### src/rtl/alu_multicycle.sv
`default_nettype none
// ============================================================================
// alu_multicycle : 16-op unsigned ALU, single-cycle logic/add paths plus
//                  radix-2 shift-add multiply and restoring divide.
// Revision 1.0
// ============================================================================
module alu_multicycle #(
  parameter int DATA_WIDTH = 32
) (
  input  logic                  Clock_In,
  input  logic                  Reset_n_In,
  input  logic                  In_Valid_In,
  output logic                  In_Ready_Out,
  input  logic [3:0]            ALU_Operation_Select_In,
  input  logic [DATA_WIDTH-1:0] Data_A_In,
  input  logic [DATA_WIDTH-1:0] Data_B_In,
  output logic                  Out_Valid_Out,
  input  logic                  Out_Ready_In,
  output logic [DATA_WIDTH-1:0] Result_Out,
  output logic [DATA_WIDTH-1:0] Result_Hi_Out,
  output logic                  Carry_Out,
  output logic                  Zero_Out,
  output logic                  Negative_Out,
  output logic                  Overflow_Out,
  output logic                  Div_By_Zero_Out
);
  localparam int         c_W     = DATA_WIDTH;
  localparam int         c_CNT_W = $clog2(DATA_WIDTH);
  localparam logic [1:0] c_IDLE  = 2'd0;
  localparam logic [1:0] c_MUL   = 2'd1;
  localparam logic [1:0] c_DIV   = 2'd2;
  localparam logic [1:0] c_DONE  = 2'd3;
  localparam logic [3:0] c_OP_MUL = 4'h5;
  localparam logic [3:0] c_OP_DIV = 4'h6;
  localparam logic [3:0] c_OP_REM = 4'h7;
  localparam logic [c_W:0] c_ONE  = (c_W+1)'(1);

  logic [1:0]       state_q, state_d;
  logic             live_q;
  logic [3:0]       op_q;
  logic [c_W-1:0]   mcand_q, acc_q, lo_q;
  logic [c_CNT_W-1:0] cnt_q;
  logic [c_W-1:0]   res_q, hi_q;
  logic             carry_q, zero_q, neg_q, ovf_q, dbz_q;

  logic             w_accept, w_is_mul, w_is_div, w_div0, w_last;
  logic [c_W:0]     w_a1, w_b1, w_mul_sum, w_div_shift;
  logic [c_W-1:0]   w_mul_acc_d, w_mul_lo_d, w_div_diff, w_div_acc_d, w_div_lo_d;
  logic             w_div_ge;
  logic [c_W:0]     w_imm_sum;
  logic [c_W-1:0]   w_imm_res;
  logic             w_imm_c, w_imm_v, w_imm_dbz;
  logic             w_fin_load, w_fin_c, w_fin_v, w_fin_dbz;
  logic [c_W-1:0]   w_fin_res, w_fin_hi;

  assign w_accept = In_Valid_In & In_Ready_Out;
  assign w_is_mul = (ALU_Operation_Select_In == c_OP_MUL);
  assign w_is_div = (ALU_Operation_Select_In == c_OP_DIV) | (ALU_Operation_Select_In == c_OP_REM);
  assign w_div0   = (Data_B_In == '0);
  assign w_last   = (cnt_q == '0);
  assign w_a1     = {1'b0, Data_A_In};
  assign w_b1     = {1'b0, Data_B_In};

  always_ff @(posedge Clock_In) begin
    if (!Reset_n_In) state_q <= c_IDLE;
    else             state_q <= state_d;
  end

  always_comb begin
    state_d = state_q;
    case (state_q)
      c_IDLE: if (w_accept) begin
        if (w_is_mul)                 state_d = c_MUL;
        else if (w_is_div && !w_div0) state_d = c_DIV;
        else                          state_d = c_DONE;
      end
      c_MUL:   if (w_last) state_d = c_DONE;
      c_DIV:   if (w_last) state_d = c_DONE;
      default: if (Out_Ready_In) state_d = c_IDLE;
    endcase
  end

  always_comb begin
    In_Ready_Out    = live_q && (state_q == c_IDLE);
    Out_Valid_Out   = (state_q == c_DONE);
    Result_Out      = res_q;
    Result_Hi_Out   = hi_q;
    Carry_Out       = carry_q;
    Zero_Out        = zero_q;
    Negative_Out    = neg_q;
    Overflow_Out    = ovf_q;
    Div_By_Zero_Out = dbz_q;
  end

  // Multiply: acc holds the running high word, lo shifts the multiplier out
  // as product bits shift in. Divide: acc is the partial remainder, lo shifts
  // the dividend out as quotient bits shift in.
  assign w_mul_sum   = {1'b0, acc_q} + (lo_q[0] ? {1'b0, mcand_q} : '0);
  assign w_mul_acc_d = w_mul_sum[c_W:1];
  assign w_mul_lo_d  = {w_mul_sum[0], lo_q[c_W-1:1]};
  assign w_div_shift = {acc_q, lo_q[c_W-1]};
  assign w_div_ge    = (w_div_shift >= {1'b0, mcand_q});
  assign w_div_diff  = w_div_shift[c_W-1:0] - mcand_q;
  assign w_div_acc_d = w_div_ge ? w_div_diff : w_div_shift[c_W-1:0];
  assign w_div_lo_d  = {lo_q[c_W-2:0], w_div_ge};

  always_comb begin
    w_imm_sum = '0;
    w_imm_res = '0;
    w_imm_c   = 1'b0;
    w_imm_v   = 1'b0;
    w_imm_dbz = 1'b0;
    case (ALU_Operation_Select_In)
      4'h0: begin
        w_imm_sum = w_a1 + c_ONE;
        w_imm_v   = ~Data_A_In[c_W-1] & w_imm_sum[c_W-1];
      end
      4'h1: begin
        w_imm_sum = w_a1 - c_ONE;
        w_imm_v   = Data_A_In[c_W-1] & ~w_imm_sum[c_W-1];
      end
      4'h2: begin
        w_imm_sum = w_a1 + w_b1;
        w_imm_v   = ~(Data_A_In[c_W-1] ^ Data_B_In[c_W-1]) & (w_imm_sum[c_W-1] ^ Data_A_In[c_W-1]);
      end
      4'h3: begin
        w_imm_sum = w_a1 - w_b1;
        w_imm_v   = (Data_A_In[c_W-1] ^ Data_B_In[c_W-1]) & (w_imm_sum[c_W-1] ^ Data_A_In[c_W-1]);
      end
      4'h4: begin
        w_imm_sum = w_b1 - w_a1;
        w_imm_v   = (Data_A_In[c_W-1] ^ Data_B_In[c_W-1]) & (w_imm_sum[c_W-1] ^ Data_B_In[c_W-1]);
      end
      4'h6: begin w_imm_res = '1;        w_imm_dbz = 1'b1; end
      4'h7: begin w_imm_res = Data_A_In; w_imm_dbz = 1'b1; end
      4'h8: w_imm_res = Data_A_In & Data_B_In;
      4'h9: w_imm_res = Data_A_In | Data_B_In;
      4'hA: w_imm_res = ~Data_A_In;
      4'hB: w_imm_res = ~Data_B_In;
      4'hC: w_imm_res = ~(Data_A_In & Data_B_In);
      4'hD: w_imm_res = ~(Data_A_In | Data_B_In);
      4'hE: w_imm_res = Data_A_In ^ Data_B_In;
      4'hF: w_imm_res = ~(Data_A_In ^ Data_B_In);
      default: ;
    endcase
    if (ALU_Operation_Select_In <= 4'h4) begin
      w_imm_res = w_imm_sum[c_W-1:0];
      w_imm_c   = w_imm_sum[c_W];
    end
  end

  always_comb begin
    w_fin_load = 1'b0;
    w_fin_res  = w_imm_res;
    w_fin_hi   = '0;
    w_fin_c    = w_imm_c;
    w_fin_v    = w_imm_v;
    w_fin_dbz  = w_imm_dbz;
    case (state_q)
      c_IDLE: w_fin_load = w_accept && (state_d == c_DONE);
      c_MUL: if (w_last) begin
        w_fin_load = 1'b1;
        w_fin_res  = w_mul_lo_d;
        w_fin_hi   = w_mul_acc_d;
        w_fin_c    = |w_mul_acc_d;
        w_fin_v    = 1'b0;
        w_fin_dbz  = 1'b0;
      end
      c_DIV: if (w_last) begin
        w_fin_load = 1'b1;
        w_fin_res  = (op_q == c_OP_REM) ? w_div_acc_d : w_div_lo_d;
        w_fin_c    = 1'b0;
        w_fin_v    = 1'b0;
        w_fin_dbz  = 1'b0;
      end
      default: ;
    endcase
  end

  always_ff @(posedge Clock_In) begin
    if (!Reset_n_In) begin
      live_q  <= 1'b0;
      op_q    <= '0;
      mcand_q <= '0;
      acc_q   <= '0;
      lo_q    <= '0;
      cnt_q   <= '0;
      res_q   <= '0;
      hi_q    <= '0;
      carry_q <= 1'b0;
      zero_q  <= 1'b0;
      neg_q   <= 1'b0;
      ovf_q   <= 1'b0;
      dbz_q   <= 1'b0;
    end else begin
      live_q <= 1'b1;
      if (w_accept) begin
        op_q    <= ALU_Operation_Select_In;
        mcand_q <= w_is_mul ? Data_A_In : Data_B_In;
        lo_q    <= w_is_mul ? Data_B_In : Data_A_In;
        acc_q   <= '0;
        cnt_q   <= c_CNT_W'(c_W - 1);
      end else if (state_q == c_MUL) begin
        acc_q <= w_mul_acc_d;
        lo_q  <= w_mul_lo_d;
        cnt_q <= cnt_q - c_CNT_W'(1);
      end else if (state_q == c_DIV) begin
        acc_q <= w_div_acc_d;
        lo_q  <= w_div_lo_d;
        cnt_q <= cnt_q - c_CNT_W'(1);
      end
      if (w_fin_load) begin
        res_q   <= w_fin_res;
        hi_q    <= w_fin_hi;
        carry_q <= w_fin_c;
        zero_q  <= (w_fin_res == '0);
        neg_q   <= w_fin_res[c_W-1];
        ovf_q   <= w_fin_v;
        dbz_q   <= w_fin_dbz;
      end
    end
  end
endmodule
`default_nettype wire
### config.mk
export PLATFORM = sky130hd
export DESIGN_NAME = alu_multicycle
export DESIGN_NICKNAME = d
export VERILOG_FILES = /design/src/rtl/alu_multicycle.sv
export SDC_FILE = /design/constraint.sdc
export NUM_CORES = 1
export LEC_CHECK = 0
export CAP_MARGIN = 20
export CORE_MARGIN = 3
export CORE_UTILIZATION = 28
export CTS_CLUSTER_SIZE = 24
export DETAILED_ROUTE_END_ITERATION = 12
export PLACE_DENSITY = 0.45
export SYNTH_ARGS = -nofsm -noshare
export SYNTH_HDL_FRONTEND = slang
export SYNTH_SLANG_ARGS = --single-unit
### constraint.sdc
create_clock -name Clock_In -period 4.6 [get_ports Clock_In]
set_input_delay 0.92 -clock Clock_In [delete_from_list [all_inputs] [get_ports Clock_In]]
set_output_delay 0.92 -clock Clock_In [all_outputs]
set_load 0.005 [all_outputs]
; ---- Yosys cells after proc, flatten, opt, wreduce, memory -nomap -nowiden
; Cells that the tools add are included.
[totals]
reg_bits = 177
wordCells = 122
[classes]
n_addsub = 8
n_lt_le_gt_ge = 2
eq_ne = 20
n_mux = 40
bitwise_logic = 23
n_reduce_logical = 15
[op_table]
columns = operator, count
row1 = 32-bit two-way mux, 15
row2 = 32-bit one-hot mux with 10 select lines, 1
row3 = 33-bit one-hot mux with 5 select lines, 1
row4 = 32-bit NOT, 5
row5 = 32-bit by 32-bit adder with 33-bit output, 2
row6 = 32-bit by 32-bit subtractor with 33-bit output, 2
row7 = 32-bit zero test, 2
row8 = 32-bit one-hot mux with 2 select lines, 1
row9 = "32-bit by 1-bit adder with 33-bit output, second input constant", 1
row10 = 33-bit by 32-bit greater-or-equal comparator with 1-bit output, 1
row11 = "32-bit by 1-bit subtractor with 33-bit output, second input constant", 1
row12 = 32-bit AND, 1
row13 = "4-bit equality test, second input constant", 8
row14 = 32-bit OR, 1
row15 = 32-bit OR reduction, 1
row16 = 32-bit subtractor, 1
row17 = 32-bit bitwise XOR, 1
row18 = "4-bit by 3-bit equality test with 1-bit output, second input constant", 5
row19 = 5-bit two-way mux, 3
row20 = 1-bit two-way mux, 11
row21 = "4-bit by 2-bit equality test with 1-bit output, second input constant", 2
row22 = 2-bit two-way mux, 4
row23 = 1-bit AND, 6
row24 = "2-bit equality test, second input constant", 3
row25 = other kinds (18), 29

; ---- Logic depth before layout (Yosys ltp)
[depth]
ltp_word = 10
depth_mapped = 17
depth_no_buf = 16

; ---- Worst setup path after synthesis
; Ideal clock, no wire load.
[synth_path]
path_type = input to register
startpoint = input port Data_A_In[6]
endpoint = register zero_q (netlist: Zero_Out)
setup_ns = 0.084
t_arrival_ns = 4.310
setup_slack_ns = 0.206
stages = 16
path_cell_list = clkbuf_1 > inv_1 > ha_1 > buf_2 > o211ai_1 > a211oi_1 > o41ai_2 > a2111oi_2 > o31ai_4 > o31ai_2 > o221ai_1 > a221oi_1 > o22ai_1 > nor4_1 > nand4_1 > o31ai_2
[synth_between]
elab_chain_cells = 7
[synth_lines]
columns = element, line_no
row1 = start: declaration, 15  ; input logic [DATA_WIDTH-1:0] Data_A_In,
row2 = "parallel branches: the longest is 3 deep, another holds 32-bit by 32-bit subtractor with 33-bit output", n/a
row3 = 32-bit two-way mux (*), 146  ; if (ALU_Operation_Select_In <= 4'h4) begin
row4 = 32-bit two-way mux (on tied branches), "169, 161"
row5 = 32-bit one-hot mux with 2 select lines (*), 159  ; case (state_q)
row6 = 32-bit zero test (*), 216  ; zero_q <= (w_fin_res == '0);
row7 = end signal: assignment, 216
row8 = end: declaration, 44  ; logic carry_q, zero_q, neg_q, ovf_q, dbz_q;
; Every way passes the cells marked *.
; A chain may end at the register's enable or synchronous reset.

; ---- Final worst setup path
[layout_path]
startpoint = input port Data_B_In[22]
endpoint = register zero_q (netlist: Zero_Out)
[layout_between]
elab_chain_cells = 10
[layout_lines]
columns = element, line_no
row1 = start: declaration, 16  ; input logic [DATA_WIDTH-1:0] Data_B_In,
row2 = "parallel branches: the longest is 10 deep, another holds 32-bit by 32-bit subtractor with 33-bit output", n/a
; Several ways; the timed one is not identified.

==> run summary <==
Remaining DRCs -> 0
startpoint type of the worst setup path -> primary input
final total power -> 15.9 mW
Avg Cell Area, Syn -> 6.91 um^2
GPL Wtd Cong -> 1.04
Initial Util -> 28.3%
Sink Count -> 176
maximum number of pins on one net before global-route repair -> 71
die area -> 0.0885 mm^2
peak supply drop -> 0.331 mV
Async SR Flop Fraction -> 0%
core area -> 0.0840 mm^2
Final Instance Area -> 0.0331 mm^2
RR Endpoint -> Carry_Out
crit end category -> flip-flop
sequential share of the synthesized area -> 14.8%
clock tree root buffer cell -> clkbuf_16
Worst Hold Launch -> Result_Out[15]
Synth Register Bits -> 176
vias per cell -> 5.73
clock slew at reported path FFs -> 0.09 ns
GRT overflow -> 0
Final setup viols -> 0
Die H -> 297 um
mapped cell area -> 0.0238 mm^2
R2R depth -> 16
Post-DP Area -> 0.0316 mm^2
cts bufs inserted -> 17
Hold WS -> 0.461 ns
CTS tree -> done
first-pass GRT wire length -> 205000 um
crit-path max FO -> 5
Max Clock Skew -> 0.0220 ns
number of synthesized flops with an enable pin -> 0
Initial DRC Count -> 3705
Final ANT Viol Nets -> 0
DR pass1 iterations -> 5
Pleak -> 13.7 nW
RSZ-0062 raised after global routing -> yes
gr usage total -> 31.2%
critical path class -> primary input to flip-flop
IO Port Bufs -> 142
FF-to-FF setup slack -> 0.27 ns
Nets -> 4409
min Tclk post-route -> 4.53 ns
die width -> 297 um
Rel. slew slack -> 28.8%
Critical Path AT -> 4.93 ns
CP required -> 5.00 ns
pwr dens -> 480 mW/mm^2
Routed WL -> 144000 um
Ys Warns -> 0
Pins Over Slew Limit -> 0
drt wl/cell -> 27.3 um
htree depth -> 4
# fillers -> 8900
final worst-path cycle share -> 98.5%
Max Cap Viol -> 0
Max clock buf depth -> 2
worst flop-to-flop path startpoint -> mcand_q[0]
Vias -> 30212
initial antenna violation count -> 9
Worst Setup Slack post-DPL -> -1.03 ns
Setup WS post-layout -> 0.0710 ns
HPWL after DPL -> 118000 um
vias in the first global route -> 28677
Hold Path Class -> flip-flop to flip-flop
cell count after synthesis -> 3442
Worst Hold End -> Result_Out[15]
Syn Nets -> 3726
Final TNS setup -> 0 ns
status -> completed
Least-Margin Pin Slew -> 1.06 ns
fraction of layout cells with a size suffix above 1 -> 23.5%
clock latency on the worst-skew pair -> 0.47 ns
count of cell types in the netlist -> 106
Area Growth Syn to Fin -> 39.3%
final hold vios -> 0
FP Rows -> 106
# IOs -> 143
Synth Flop Type -> dfxtp_1
Worst Hold Depth -> 2
Max Fclk -> 221 MHz
==> layout by cell type, fill, tap and decap left out, types with 48 or more instances in the layout <==
cell type / count
a211oi_1: 60
a21oi_1: 275
a22oi_1: 48
and2_1: 48
buf_4: 746
clkdlybuf4s50_1: 117
dfxtp_1: 176
ha_1: 193
inv_1: 151
mux2i_1: 102
nand2_1: 374
nand3_1: 69
nor2_1: 326
nor3_1: 69
o211ai_1: 96
o21ai_0: 255
xnor2_1: 129
==> logic make-up (layout without fill, tap and decap cells) <==
| group | Yosys count | after routing | share of synthesized area [%] |
|---|---|---|---|
| and+or+nand+nor | 1135 | 1135 | 22.3 |
| AOI/OAI and AO/OA | 1234 | 1234 | 34.4 |
| adders and majority gates | 212 | 212 | 11.3 |
| buffers and inverters | 421 | 1117 | 6.86 |
| muxes | 107 | 107 | 4.53 |
| xor gates and xnor gates | 157 | 157 | 5.78 |
| other | 0 | 5 | 0 |
| DFF | 176 | 176 | 14.8 |
==> stage by stage <==
stage	utilization [%]	std cells
detailed placement	37.6	5220
global route	39.4	5272
floorplan	-	3442
CTS	38.7	5254
global placement	37.6	5220
finish	39.5	5277
==> where the power goes <==
group | switching [mW] | internal, mW
Clock | 0.806 | 0.750
Combinational | 7.25 | 4.82
Sequential | 0.389 | 1.89
Total | 8.44 | 7.46
==> final cells by class <==
class	instances	area, um^2	share of cell area [%]
Antenna cell	5	12.5	0.0378
Clock buffer	17	425	1.28
Clock inverter	15	204	0.616
Inverter	167	629	1.90
Multi-Input combinational cell	2845	19400	58.5
Sequential cell	176	3520	10.6
Tap cell	1134	1420	4.28
Timing Repair Buffer	918	7530	22.7
==> flip-flops by register name, summed over array words and instances, names as in the netlist, 2 cells and up <==
signal	count
acc_q	32
cnt_q	5
mcand_q	32
Result_Out	32
lo_q	32
state_q	2
Result_Hi_Out	32
op_q	4
==> worst max-delay path by stage <==
stage                       start   endpoint  slack, ns  cells after the start
detailed placement   Data_B_In[5]   Zero_Out      -1.03                     17
global route         Data_B_In[6]   Zero_Out      -0.03                     20
CTS                 Data_B_In[12]  Carry_Out      -0.02                     16
floorplan            Data_A_In[6]   Zero_Out       0.21                     16
global placement     Data_B_In[5]   Zero_Out      -0.99                     17
finish              Data_B_In[22]   Zero_Out       0.07                     18
==> per-layer routing <==
layer / track usage, % / share of wire, % / vias up
li1: - / - / 14029
met1: 42.8 / 44 / 14491
met2: 48.5 / 43 / 1432
met3: 4.88 / 8.1 / 256
met4: 13.1 / 5.0 / 4
met5: 0 / 0.019 / -
==> cell usage after synthesis, types with 42 or more instances <==
master / number / area share [%]
a211oi_1: 66 / 2.1
a21o_1: 43 / 1.4
a21oi_1: 291 / 6.1
a22oi_1: 49 / 1.5
and2_1: 48 / 1.3
clkbuf_1: 208 / 3.3
dfxtp_1: 176 / 15
ha_1: 207 / 11
inv_1: 156 / 2.5
mux2i_1: 102 / 4.3
nand2_1: 374 / 5.9
nand3_1: 71 / 1.5
nand4_1: 42 / 1.1
nor2_1: 332 / 5.2
nor3_1: 77 / 1.6
o211ai_1: 96 / 3.0
o21ai_0: 259 / 5.4
o22ai_1: 43 / 1.1
xnor2_1: 130 / 4.8
==> worst max-delay path, stage by stage <==
cell and delay [ns]:
clkdlybuf4s50_1 0.62, buf_4 0.20, inv_1 0.05, ha_1 0.34, a21o_1 0.20, a21o_1 0.19
a21oi_1 0.38, o21a_1 0.31, buf_4 0.16, o221a_2 0.22, o21ai_1 0.12, buf_4 0.16
and3_1 0.17, o32ai_1 0.14, a32oi_1 0.12, nor4_1 0.18, nand4_1 0.18, o31ai_2 0.26
==> timing repair <==
action / CTS / global route
pin swaps: 14 / 42
gates resized for setup: 65 / 105
setup endpoints to repair: 4 / 3
buffers inserted: 3 / 18
hold buffers: 0 / 0
Note: power is estimated with default switching activity, not from simulation.
